<file path="config.mk">
export PLATFORM = sky130hd
export DESIGN_NAME = bus_addr_latch_decode
export DESIGN_NICKNAME = d
export VERILOG_FILES = /design/src/rtl/bus_addr_latch_decode.sv
export SDC_FILE = /design/constraint.sdc
export NUM_CORES = 1
export LEC_CHECK = 0
export BUFFER_PORTS_ARGS = -buffer_cell sky130_fd_sc_hd__buf_2
export CELL_PAD_IN_SITES_DETAIL_PLACEMENT = 1
export CELL_PAD_IN_SITES_GLOBAL_PLACEMENT = 2
export CORE_UTILIZATION = 27
export CTS_CLUSTER_DIAMETER = 30
export DETAILED_ROUTE_END_ITERATION = 8
export PLACE_DENSITY_LB_ADDON = 0.1
export SLEW_MARGIN = 15
export SYNTH_ARGS = -nofsm -noshare
export SYNTH_HDL_FRONTEND = slang
export SYNTH_SLANG_ARGS = --single-unit
</file>
<file path="constraint.sdc">
create_clock -name CLK -period 2.2 [get_ports CLK]
set_clock_uncertainty 0.2 [all_clocks]
set_input_delay 0.44 -clock CLK [delete_from_list [all_inputs] [get_ports CLK]]
set_output_delay 0.44 -clock CLK [all_outputs]
set_load 0.02 [all_outputs]
</file>
<file path="src/rtl/bus_addr_latch_decode.sv">
`default_nettype none
// ============================================================================
//  Module      : bus_addr_latch_decode
//  Description : 8088 bus front end. Latches the address off AD/A, decodes
//                one-hot peripheral selects and tracks each bus cycle.
//  Revision    : 1.0  initial release
// ============================================================================
module bus_addr_latch_decode #(
    parameter int MEM_SPLIT_BIT = 19,
    parameter int IO_SPLIT_BIT  = 15,
    parameter int TIMEOUT       = 8
) (
    input  logic        CLK,
    input  logic        RESET,
    input  logic        ALE,
    input  logic        IOM,
    input  logic        RD,
    input  logic        WR,
    input  logic [7:0]  AD,
    input  logic [11:0] A,
    output logic [19:0] Address,
    output logic [3:0]  sel,
    output logic        busy,
    output logic        rd_cycle,
    output logic        wr_cycle,
    output logic        timeout_err,
    output logic        proto_err,
    output logic [15:0] xfer_count
);

    typedef enum logic [1:0] {
        c_idle    = 2'd0,
        c_addr    = 2'd1,
        c_cmd     = 2'd2,
        c_recover = 2'd3
    } state_t;

    localparam logic [7:0] C_WAIT_LAST = 8'(TIMEOUT - 1);

    state_t      r_state;
    logic [19:0] r_addr;
    logic        r_iom;
    logic [7:0]  r_wait_cnt;
    logic        r_rd_cycle;
    logic        r_wr_cycle;
    logic        r_timeout_err;
    logic        r_proto_err;
    logic [15:0] r_xfer_count;

    logic [19:0] w_dec_addr;
    logic        w_dec_iom;
    logic [3:0]  w_sel_raw;
    logic        w_sel_gate;

    // Transparent while ALE is high so selects are valid at the ALE edge itself.
    assign w_dec_addr = ALE ? {A, AD} : r_addr;
    assign w_dec_iom  = ALE ? IOM     : r_iom;

    always_comb begin
        w_sel_raw = 4'b0000;
        if (w_dec_iom)
            w_sel_raw = w_dec_addr[IO_SPLIT_BIT]  ? 4'b1000 : 4'b0100;
        else
            w_sel_raw = w_dec_addr[MEM_SPLIT_BIT] ? 4'b0010 : 4'b0001;
    end

    assign w_sel_gate = ALE || (r_state == c_addr) || (r_state == c_cmd);

    assign Address     = w_dec_addr;
    assign sel         = w_sel_gate ? w_sel_raw : 4'b0000;
    assign busy        = (r_state != c_idle);
    assign rd_cycle    = r_rd_cycle;
    assign wr_cycle    = r_wr_cycle;
    assign timeout_err = r_timeout_err;
    assign proto_err   = r_proto_err;
    assign xfer_count  = r_xfer_count;

    always_ff @(posedge CLK) begin
        if (RESET) begin
            r_state       <= c_idle;
            r_addr        <= 20'd0;
            r_iom         <= 1'b0;
            r_wait_cnt    <= 8'd0;
            r_rd_cycle    <= 1'b0;
            r_wr_cycle    <= 1'b0;
            r_timeout_err <= 1'b0;
            r_proto_err   <= 1'b0;
            r_xfer_count  <= 16'd0;
        end else begin
            if (ALE) begin
                r_addr <= {A, AD};
                r_iom  <= IOM;
            end
            case (r_state)
                c_idle: begin
                    if (ALE) begin
                        r_state    <= c_addr;
                        r_wait_cnt <= 8'd0;
                    end
                end
                c_addr: begin
                    if (ALE) begin
                        r_wait_cnt <= 8'd0;
                    end else if (!RD && !WR) begin
                        r_proto_err <= 1'b1;
                        r_state     <= c_idle;
                    end else if (!RD) begin
                        r_state    <= c_cmd;
                        r_rd_cycle <= 1'b1;
                        r_wr_cycle <= 1'b0;
                    end else if (!WR) begin
                        r_state    <= c_cmd;
                        r_wr_cycle <= 1'b1;
                        r_rd_cycle <= 1'b0;
                    end else if (r_wait_cnt == C_WAIT_LAST) begin
                        r_timeout_err <= 1'b1;
                        r_state       <= c_idle;
                    end else begin
                        r_wait_cnt <= r_wait_cnt + 8'd1;
                    end
                end
                c_cmd: begin
                    // A new ALE mid-command aborts the transfer without counting it.
                    if (ALE) begin
                        r_proto_err <= 1'b1;
                        r_state     <= c_addr;
                        r_wait_cnt  <= 8'd0;
                    end else if (RD && WR) begin
                        r_state <= c_recover;
                        if (r_xfer_count != 16'hFFFF)
                            r_xfer_count <= r_xfer_count + 16'd1;
                    end
                end
                c_recover: begin
                    if (ALE) begin
                        r_state    <= c_addr;
                        r_wait_cnt <= 8'd0;
                    end else begin
                        r_state <= c_idle;
                    end
                end
                default: r_state <= c_idle;
            endcase
        end
    end

endmodule
`default_nettype wire

</file>
; ---- Word-level counts from Yosys, hierarchy flattened
; Cells that the tools add are included.
[totals]
register_bits = 51
input_bits = 26
output_inout_bits = 45
word_cells = 77
[op_classes]
addsub = 2
eq_ne = 17
muxes = 31
n_bitwise = 2
reduce_logical = 16
[op_table]
columns = cell, n
row1 = 8-bit 2-to-1 mux, 6
row2 = 20-bit 2-to-1 mux, 1
row3 = 2-bit 2-to-1 mux, 9
row4 = 16-bit by 1-bit adder with 16-bit output (second input constant), 1
row5 = 16-bit != test (second input constant), 1
row6 = 8-bit case mux with 2 select lines, 1
row7 = 4-bit AND reduction, 4
row8 = 4-bit 2-to-1 mux, 3
row9 = 3-bit != test (second input constant), 4
row10 = 1-bit 2-to-1 mux, 9
row11 = 8-bit by 1-bit adder with 8-bit output (second input constant), 1
row12 = 8-bit by 3-bit equality test with 1-bit output (second input constant), 1
row13 = 2-bit != test (second input constant), 4
row14 = 2-bit case mux with 4 select lines, 1
row15 = 6-bit AND reduction, 1
row16 = 5-bit by 3-bit != test with 1-bit output (second input constant), 1
row17 = 5-bit AND reduction, 1
row18 = 2-bit equality test (second input constant), 2
row19 = 2-bit by 1-bit != test with 1-bit output (second input constant), 2
row20 = 2-bit nonzero test, 2
row21 = 3-bit by 2-bit != test with 1-bit output (second input constant), 1
row22 = 3-bit OR reduction, 1
row23 = 2-bit by 1-bit equality test with 1-bit output (second input constant), 1
row24 = 1-bit logical AND, 2
row25 = other kinds (5), 8

; ---- Longest topological paths before layout
; Gate-level depths: netlist of the first run.
[logic_depth]
depth_word = 7
ltp_mapped = 7
depth_no_buf = 6

; ---- Worst setup path before layout of the first run
; Ideal clock, no wire load.
[synth_timing]
path_kind = in2out
from = input ALE
to = output sel[0]
t_arrival_ns = 1.843
t_required_ns = 1.560
path_slack_ns = -0.283
stages = 5
path_buffers = 2
path_cell_list = clkbuf_1 -> clkbuf_1 -> mux2i_1 -> inv_1 -> nor2_1
[synth_between]
elab_chain_len = 4
word_cells_on_any_way = 7
classes_between = mux: 5 / reduce/logical: 2
[synth_rtl]
columns = element, line
row1 = "start, declared", 15  ; input logic ALE,
row2 = 20-bit 2-to-1 mux, n/a
row3 = via Address[19], 21  ; output logic [19:0] Address,
row4 = 2-bit 2-to-1 mux, 64  ; w_sel_raw = w_dec_addr[MEM_SPLIT_BIT] ? 4'b0010 : 4'b0001;
row5 = 4-bit 2-to-1 mux, 61  ; if (w_dec_iom)
row6 = 4-bit 2-to-1 mux, 70  ; assign sel = w_sel_gate ? w_sel_raw : 4'b0000;
row7 = "end, declared", 22  ; output logic [3:0] sel,
; The timed path passes the listed nets, and every way through them passes these cells.

; ---- Final worst setup path of the first run
[layout_timing]
from = input RD
to = register r_wait_cnt[0]
[layout_between]
elab_chain_len = 4
word_cells_on_any_way = 5
classes_between = eq/ne: 2 / reduce/logical: 3
[layout_rtl]
columns = element, line
row1 = "start, declared", 17  ; input logic RD,
row2 = 1-bit zero test, n/a
row3 = 1-bit logical AND, 104  ; end else if (!RD && !WR) begin
row4 = 3-bit != test (no source line), n/a
row5 = 5-bit AND reduction (no source line) (*), n/a
row6 = "end signal, assigned", 119  ; r_wait_cnt <= r_wait_cnt + 8'd1;
row7 = "end, declared", 43  ; logic [7:0] r_wait_cnt;
; Mark *: on every way between the ends. The rest lies on a longest branch, timed or not.
; A chain may end at the register's enable or synchronous reset.

==> impl_metrics.csv, run 1 <==
group,metric,value,unit
worst_setup_path,crit_required,2.23,ns
sta,final.setup.tns,0,ns
grt,grt_overflow,0,
finish,final_cell_count_no_fill,485,
clocking,clkTransAtPathRegs,0.10,ns
synthesis,netlist.area_leader.share,42.24,%
synthesis,syn-num-nets,302,
finish,fin_util,38.60,%
finish,areaGrowthSynthToFinish,38.56,%
finish,diodes,0,
place,pre_cts_ws,-0.2202,ns
synthesis,yosys.area.top_type,"dfxtp_1",
place,dpl_cell_area,0.003198,mm2
synthesis,synthFlopType,"dfxtp_1",
worst_setup_path,startpoint_type,"primary input",
detailed_routing,firstDrtPassIters,4,
detailed_routing,routedWlPerCell,14.10,um
sta,final_hold_viol_count,0,
sta,max-slew-margin-rel,71.16,%
synthesis,yosys_warnings,0,
run_status,outcome,"finished clean",
clocking,root_buffer,"clkbuf_8",
run,cap_violations,0,
sta,grt_setup_unrepaired,"true",
finish,fin_area,0.003349,mm2
synthesis,syn_avg_cell_area,8.887,um2
hold_path,hp-class,"primary input to flip-flop",
place,dp_cells,477,
synthesis,synth_edf_count,0,
worst_setup_path,endpoint_kind,"flip-flop",
grt,grt_pass1_vias,2450,
detailed_routing,vias_per_cell,4.878,
sta,period_minus_slack,2.108,ns
synthesis,synth_cell_types,46,
sta,whs,0.2212,ns
sta,period_share,95.83,%
clocking,cts.sinks,51,
worst_setup_path,worst-endpoint-arrival,2.14,ns
worst_setup_path,critical_path.max_fanout,5,
sta,report.final.slew_viol_count,0,
power,vdd_drop_max,0.3031,mV
grt,grt_pass1_wl,12040,um
synthesis,synthArstFlopShare,0,%
hold_path,hold_depth,3,
clocking,htreeDepth,2,
die,initial_utilization,27.85,%
die,die_w,96.62,um
power,total_power,2.017,mW
die,design.die.area,0.009335,mm2
detailed_routing,vias,2366,
power,p_leak,1.434,nW
finish,layout.nets,406,
place,place_congestion,0.7337,
clocking,cts_setup_buffers,0,
sta,clock.fmax,474.3,MHz
power,power.density,602.3,mW/mm2
sta,tightest_slew,0.4293,ns
sta,setup_viol,0,
place,place_hpwl,5206,um
detailed_routing,drt_iter0_markers,52,
die,coreArea,0.008678,mm2
worst_setup_path,r2r.worst_path.cells,4,
synthesis,ys_seq_area_share,42.24,%
place,port_buffers,70,
sta,setup_ws,0.09166,ns
synthesis,synth_area,0.002417,mm2
synthesis,syn_inst,272,
grt,grt_max_degree,20,
detailed_routing,route.detailed.drc,0,
synthesis,ys_ff_latch,51,
die,fp.dieH,96.62,um
die,fp-row-count,34,
clocking,cts_buffers,5,
worst_setup_path,path_class,"primary input to flip-flop",
detailed_routing,drt-total-wl,6838,um
detailed_routing,ant_nets,0,
clocking,clock_path_buffers,2,
die,pin_count,71,
finish,layout-drive-gt1-share,39.79,%
grt,antenna_found_initial,0,
synthesis,ys_top_cells_by_area,"dfxtp_1, mux2_2, and2_1",
clocking,cts_tree,"built",
clocking,insertion_delay,0.30,ns
grt,grt_usage,15.56,%
-- sequential cells by signal, summed over array words and instances, names as in the netlist --
signal       cells
wr_cycle         1
r_state          2
xfer_count      16
r_iom            1
timeout_err      1
r_wait_cnt       8
proto_err        1
rd_cycle         1
r_addr          20
-- cells by family after synthesis --
logic type | share of synthesized area (%)
AO/OA/AOI/OAI | 13.56
XOR/XNOR | 0.3624
adder cells (fa/ha/maj) | 2.070
buffers and inverters | 3.675
flip-flops | 42.24
multiplexers | 10.92
AND/OR/NAND/NOR | 27.17
-- cell usage in the layout, fill, tap and decap left out, types with 2 or more instances in the layout --
master	n
buf_2	68
dfxtp_1	48
buf_4	41
nor2_1	21
and2_1	20
mux2_2	19
nand2_1	18
a21oi_1	15
inv_1	10
o21ai_0	10
nor3_1	7
or3_1	6
nand4_1	6
nor4_1	6
mux2i_1	5
o211ai_1	5
nand3_1	5
or4_1	5
clkbuf_8	5
a31oi_1	4
nor2b_1	3
o31ai_1	3
and3_1	3
nand2b_1	3
dfxtp_2	3
nor2_2	2
o21ai_1	2
nor4bb_1	2
nor3b_1	2
o41ai_1	2
ha_1	2
bufinv_16	2
-- Yosys cell counts (5+ instances only) --
master and instances:
nand4_1 6, mux2_2 19, or3_1 6, inv_1 10, clkbuf_1 9, nand3_1 5
mux2i_1 5, and2_1 20, nor2_1 23, o211ai_1 5, nor4_1 7, nand2_1 18
or4_1 5, dfxtp_1 51, nor3_1 7, a21oi_1 15, o21ai_0 12
-- path summary, 6_finish.rpt --
path	from	endpoint	slack, ns
max	RD	r_wait_cnt[0]$_SDFFE_PP0P_	0.09
min	IOM	r_iom$_SDFF_PP0_	0.22
max reg2reg	xfer_count[9]$_SDFFE_PP0P_	xfer_count[13]$_SDFFE_PP0P_	0.14
min reg2reg	proto_err$_SDFFE_PP0P_	proto_err$_SDFFE_PP0P_	0.30
-- routing by layer --
metal  global-route usage, %  share of wire (%)
met2                   24.70                 44
met5                       0                  0
met1                   20.81                 49
met3                   4.046                5.0
met4                   4.363                1.2
-- report_power, final --
group	switching, mW	total [mW]	internal, mW
logic	0.147	0.269	0.122
registers	0.00834	0.957	0.949
clock network	0.337	0.791	0.454
-- worst max-delay path, cell delays in order --
cell      delay, ns
buf_2          0.13
inv_1          0.07
ha_2           0.19
or3b_4         0.40
or3_1          0.39
or3_1          0.36
a21boi_0       0.17
-- final cells by class --
type / instances / area (um2)
clock buffers: 5 / 68.82
clock inverters: 3 / 67.56
flip-flops and latches: 51 / 1025
inverters: 10 / 37.54
well taps: 108 / 135.1
fillers: 1050 / 5329
multi-input cells: 198 / 1348
repair buffers: 110 / 668.1
-- timing repair --
| item | 4_1_cts | 5_1_grt |
|---|---|---|
| hold endpoints to repair | 0 | 0 |
| hold buffers | 0 | 0 |
| resized for setup | 0 | 7 |
| setup endpoints to repair | 0 | 10 |
No activity file was read; power rests on OpenSTA's default activity.
==> run 2: changes to the inputs <==
--- a/config.mk
+++ b/config.mk
@@ -12,6 +12,7 @@
 export CTS_CLUSTER_DIAMETER = 30
 export DETAILED_ROUTE_END_ITERATION = 8
 export PLACE_DENSITY_LB_ADDON = 0.1
+export SETUP_SLACK_MARGIN = 0.4
 export SLEW_MARGIN = 15
 export SYNTH_ARGS = -nofsm -noshare
 export SYNTH_HDL_FRONTEND = slang
==> run 2 against run 1 <==
  * Sequential share of layout area is 5.2 points lower
  * Global-route usage increased by 0.92 points
  * Worst hold slack barely moved
  * First-iteration DRC count down 12%
  * Core utilization rose by 9.1 points
  * Non-clock buffer count is 23 higher
  * Count of clock-buffer cells in the layout rose by 2
  * Final area up 24%
  * Combinational power grew 55%
  * Critical path type is now flip-flop to flip-flop
  * Largest power group unchanged
==> impl_metrics.csv, run 2 (synthesis gave the netlist of run 1 again) <==
group,metric,value,unit
worst_setup_path,r2r.worst_path.cells,5,
sta,clock.fmax,496.3,MHz
worst_setup_path,r2r-end,"r_wait_cnt[0]$_SDFFE_PP0P_",
detailed_routing,firstDrtPassIters,6,
grt,antenna_found_initial,0,
hold_path,holdPathEnd,"r_addr[19]$_SDFF_PP0_",
worst_setup_path,cp_cell_sequence,"buf_4 -> or3b_4 -> or3_4 -> or3_1 -> a21boi_1",
clocking,htreeDepth,2,
sta,setup_viol,0,
worst_setup_path,worst-endpoint-arrival,2.05,ns
hold_path,hold_depth,3,
detailed_routing,drt-total-wl,7911,um
die,fp.dieH,96.62,um
die,die_w,96.62,um
clocking,clkTransAtPathRegs,0.10,ns
die,fp-row-count,34,
sta,period_share,91.60,%
finish,layout_commonest_cell,"buf_4",
place,port_buffers,70,
worst_setup_path,startpoint_type,"flip-flop",
clocking,insertion_delay,0.30,ns
sta,period_minus_slack,2.015,ns
worst_setup_path,path_class,"flip-flop to flip-flop",
finish,top_register,"r_addr",
finish,diodes,0,
sta,tightest_slew,0.4862,ns
hold_path,hp-class,"primary input to flip-flop",
place,place_congestion,0.8017,
die,pin_count,71,
power,power.density,480.0,mW/mm2
clocking,cts_tree,"built",
sta,final.setup.tns,0,ns
detailed_routing,routedWlPerCell,15.57,um
power,p_leak,1.728,nW
worst_setup_path,cpPeakStageDelay,0.41,ns
grt,grt_pass1_wl,12610,um
worst_setup_path,crit_family,"simple AND/OR/NAND/NOR gates",
worst_setup_path,crit_buf_inv,1,
detailed_routing,route.detailed.drc,0,
sta,whs,0.2208,ns
detailed_routing,ant_nets,0,
place,place_hpwl,5321,um
detailed_routing,drt_iter0_markers,46,
worst_setup_path,slowest_stage,"or3_4",
sta,report.final.slew_viol_count,0,
worst_setup_path,crit_required,2.23,ns
run_status,outcome,"finished clean",
die,initial_utilization,27.85,%
power,vdd_drop_max,0.2647,mV
worst_setup_path,r2r_slack,0.18,ns
clocking,cts_buffers,5,
finish,areaGrowthSynthToFinish,71.27,%
grt,grt_overflow,0,
worst_setup_path,endpoint_kind,"flip-flop",
grt,grt_usage,16.49,%
finish,layout.nets,429,
run,cap_violations,0,
finish,final_cell_mix,"buf_4, buf_2, dfxtp_1",
grt,grt_max_degree,23,
clocking,clock_path_buffers,2,
worst_setup_path,rr_startpoint,"r_state[0]$_SDFFE_PP0P_",
die,coreArea,0.008678,mm2
die,design.die.area,0.009335,mm2
finish,largest_reg_flops,20,
sta,max-slew-margin-rel,67.59,%
clocking,root_buffer,"clkbuf_8",
sta,grt_setup_unrepaired,"true",
hold_path,hold_start,"A[11]",
detailed_routing,vias,2500,
clocking,cts.sinks,51,
worst_setup_path,critical_path.max_fanout,6,
finish,layout-drive-gt1-share,54.75,%
sta,final_hold_viol_count,0,
grt,grt_pass1_vias,2500,
detailed_routing,vias_per_cell,4.921,
[run 2: worst max-delay path by stage]
stage | depth (start not counted) | to | slack [ns] | from
floorplan | 6 | r_wait_cnt[5]$_SDFFE_PP0P_ | 0.07 | WR
global placement | 7 | r_wait_cnt[0]$_SDFFE_PP0P_ | -0.15 | WR
detailed placement | 7 | r_wait_cnt[0]$_SDFFE_PP0P_ | -0.19 | WR
CTS | 6 | sel[1] | 0.11 | r_state[0]$_SDFFE_PP0P_
global route | 6 | sel[1] | 0.12 | r_state[0]$_SDFFE_PP0P_
finish | 5 | r_wait_cnt[0]$_SDFFE_PP0P_ | 0.18 | r_state[0]$_SDFFE_PP0P_
[run 2: report_power, final]
part | leakage, nW | switching, mW | internal [mW]
Clock | 0.0505 | 0.331 | 0.287
Sequential | 0.423 | 0.0108 | 0.943
Combinational | 1.25 | 0.191 | 0.225
[run 2: area by class of cell]
type                            count  area, um2
Clock buffer                        7      96.34
Multi-Input combinational cell    198       1719
Sequential cell                    51       1050
Clock inverter                      1      7.507
Timing Repair Buffer              133       1075
Inverter                           10      57.56
Tap cell                          108      135.1
Fill cell                        1009       4538
[run 2: timing repair]
action | in CTS | in global routing
endpoints found under the hold margin | 0 | 0
hold buffers | 0 | 0
gates cloned | 2 | 0
gates resized for setup | 81 | 44
pin swaps | 15 | 15
buffers inserted | 15 | 13
setup endpoints to repair | 49 | 51
[run 2: metal layers]
layer,track usage (%),share of wire (%)
met2,28.55,51
met5,0,0
met3,2.601,2.4
met4,3.444,1.1
met1,21.55,45
[run 2: through the flow]
stage	utilization, %	std cells	cell area (um2)	setup WS, ns	power (mW)
6_report	47.71	508	4140	0.1849	1.987
5_1_grt	47.71	508	4140	0.1217	2.074
4_1_cts	44.55	495	3866	0.1127	1.981
3_5_place_dp	38.02	470	3299	-0.1922	1.281
3_3_place_gp	38.02	470	3299	-0.1495	1.278
2_1_floorplan	-	272	2651	0.07271	1.170
[run 2: worst reg2reg max path, delay by kind of cell (launching register included)]
family	cells	cell delay (ns)
and+or+nand+nor	3	1.15
DFF	1	0.36
AOI/OAI and AO/OA	1	0.12
buffers and inverters	1	0.13
==> run 3: changes to the inputs <==
==> constraint.sdc (replaced) <==
create_clock -name CLK -period 2.2 [get_ports CLK]
set_clock_uncertainty 0.2 [all_clocks]
set_input_delay 0.22 -clock CLK [delete_from_list [all_inputs] [get_ports CLK]]
set_output_delay 0.22 -clock CLK [all_outputs]
set_load 0.02 [all_outputs]
==> run 3 against run 2 <==
  * Total power is 9.1% lower
  * Final area fell by 9.9%
  * Largest cell class unchanged
  * Sequential power hardly changed
  * Worst hold slack got worse by 0.16 ns
  * Critical path type unchanged
==> impl_metrics.csv, run 3 (synthesis gave the netlist of run 1 again) <==
group,metric,value,unit
worst_setup_path,r2r_slack,0.22,ns
sta,grt_setup_unrepaired,"true",
place,place_congestion,0.7544,
hold_path,hold_start,"A[5]",
place,dp_cells,454,
worst_setup_path,worst-endpoint-arrival,2.02,ns
finish,largest_reg_flops,20,
worst_setup_path,cp_cell_sequence,"nand2_2 -> or4_4 -> or4_4 -> a21oi_2",
clocking,cts_tree,"built",
sta,final_hold_viol_count,0,
sta,period_share,89.79,%
power,vdd_drop_max,0.2744,mV
hold_path,hp-class,"primary input to flip-flop",
grt,antenna_found_initial,0,
detailed_routing,vias_per_cell,5.033,
sta,tightest_slew,0.4910,ns
clocking,htreeDepth,2,
worst_setup_path,slowest_stage,"or4_4",
run,cap_violations,0,
finish,final_cell_count_no_fill,485,
clocking,insertion_delay,0.31,ns
clocking,root_buffer,"clkbuf_8",
detailed_routing,drt-total-wl,7231,um
detailed_routing,drt_iter0_markers,52,
hold_path,hold_depth,3,
hold_path,holdPathEnd,"r_addr[13]$_SDFF_PP0_",
power,power.density,483.8,mW/mm2
sta,report.final.slew_viol_count,0,
die,pin_count,71,
detailed_routing,route.detailed.drc,0,
worst_setup_path,startpoint_type,"flip-flop",
detailed_routing,firstDrtPassIters,4,
die,fp-row-count,34,
power,pwr-share-seq,52.7,%
power,pwr-share-clk,31.2,%
die,coreArea,0.008678,mm2
sta,period_minus_slack,1.975,ns
die,design.die.area,0.009335,mm2
power,total_power,1.806,mW
power,combPwrFrac,16.1,%
finish,top_register,"r_addr",
worst_setup_path,path_class,"flip-flop to flip-flop",
clocking,cts_buffers,5,
clocking,clock_path_buffers,2,
worst_setup_path,r2r-end,"xfer_count[13]$_SDFFE_PP0P_",
worst_setup_path,crit_family,"simple AND/OR/NAND/NOR gates",
place,port_buffers,70,
sta,max-slew-margin-rel,67.23,%
worst_setup_path,r2r.worst_path.cells,4,
grt,grt_pass1_vias,2480,
power,power.internal,1.303,mW
clocking,cts.sinks,51,
detailed_routing,routedWlPerCell,14.91,um
die,initial_utilization,27.85,%
grt,grt_max_degree,24,
worst_setup_path,critical_path.max_fanout,7,
power,p_leak,1.514,nW
worst_setup_path,cpMostUsedCell,"or4_4",
power,p_sw_share,27.82,%
grt,grt_pass1_wl,11820,um
worst_setup_path,endpoint_kind,"flip-flop",
worst_setup_path,cpPeakStageDelay,0.62,ns
finish,layout.nets,406,
finish,diodes,0,
finish,layout-drive-gt1-share,52.25,%
place,place_hpwl,5029,um
grt,grt_overflow,0,
detailed_routing,vias,2441,
worst_setup_path,crit_buf_inv,0,
clocking,clkTransAtPathRegs,0.10,ns
worst_setup_path,crit_required,2.25,ns
finish,final_cell_mix,"buf_2, dfxtp_1, buf_4",
run_status,outcome,"finished clean",
finish,areaGrowthSynthToFinish,54.40,%
finish,layout_commonest_cell,"buf_2",
sta,final.setup.tns,0,ns
detailed_routing,ant_nets,0,
power,p_sw,502.3,uW
grt,grt_usage,15.33,%
sta,setup_viol,0,
die,die_w,96.62,um
worst_setup_path,rr_startpoint,"xfer_count[1]$_SDFFE_PP0P_",
die,fp.dieH,96.62,um
sta,clock.fmax,506.2,MHz
## run 3: changes by cell type in the layout (fill, tap and decap cells not counted), moves of 3 or more
cell	before	now
buf_2	42	66
buf_4	55	29
buf_6	31	8
dfxtp_1	40	35
dfxtp_2	5	9
dlygate4sd3_1	0	3
mux2_2	0	19
mux2_4	19	0
nor2_4	3	0
## run 3: cell type report
| class | count | area, um2 |
|---|---|---|
| Clock buffer | 6 | 72.57 |
| Fill cell | 1024 | 4946 |
| Multi-Input combinational cell | 198 | 1650 |
| Clock inverter | 2 | 15.01 |
| Tap cell | 108 | 135.1 |
| Inverter | 10 | 57.56 |
| Sequential cell | 51 | 1059 |
| Timing Repair Buffer | 110 | 743.2 |
## run 3: worst min-delay path: stages
cell	delay (ns)
buf_2	0.07
mux2_2	0.14
and2_1	0.11
## run 3: what timing repair did
item / in CTS / in global routing
buffers inserted: 7 / 13
endpoints found under the setup margin: 20 / 32
endpoints found under the hold margin: 3 / 0
resized for setup: 15 / 53
pin swaps: 4 / 25
hold buffers: 3 / 0
## run 3: how the worst max path moves through the flow
stage	from	to	slack (ns)	cells after the start
floorplan	xfer_count[2]$_SDFFE_PP0P_	xfer_count[13]$_SDFFE_PP0P_	0.18	5
global placement	WR	r_wait_cnt[0]$_SDFFE_PP0P_	0.03	7
detailed placement	WR	xfer_count[8]$_SDFFE_PP0P_	-0.01	6
CTS	r_state[0]$_SDFFE_PP0P_	r_wait_cnt[0]$_SDFFE_PP0P_	0.23	4
global route	r_state[0]$_SDFFE_PP0P_	xfer_count[14]$_SDFFE_PP0P_	0.1	8
finish	xfer_count[1]$_SDFFE_PP0P_	xfer_count[13]$_SDFFE_PP0P_	0.22	4
## run 3: through the flow
| stage | worst slack [ns] | area [um2] | hold slack, ns | util [%] |
|---|---|---|---|---|
| final | 0.2246 | 3732 | 0.05608 | 43.01 |
| after global routing | 0.09999 | 3732 | 0.04521 | 43.01 |
| after floorplan | 0.1803 | 2541 | 0.1672 | - |
| after global placement | 0.02582 | 3109 | 0.2770 | 35.83 |
| after detailed placement | -0.01126 | 3109 | 0.2771 | 35.83 |
| after CTS | 0.2315 | 3342 | 0.04295 | 38.51 |
## run 3: power groups by stage
stage	Sequential (mW)	Combinational, mW	Clock [mW]
after detailed placement	0.977	0.262	0
after global placement	0.976	0.259	0
after floorplan	0.976	0.165	0
after CTS	0.954	0.273	0.599
after global routing	0.956	0.316	0.633
final	0.952	0.290	0.563
## run 3: metal layers
metal | wire [um] | part of all wire, % | GRT usage [%] | up-vias
li1 | - | - | - | 1192
met1 | 3358 | 46 | 19.27 | 1196
met2 | 3500 | 48 | 26.16 | 51
met3 | 336 | 4.6 | 4.046 | 2
met4 | 36 | 0.50 | 3.444 | 0
met5 | 0 | 0 | 0 | -
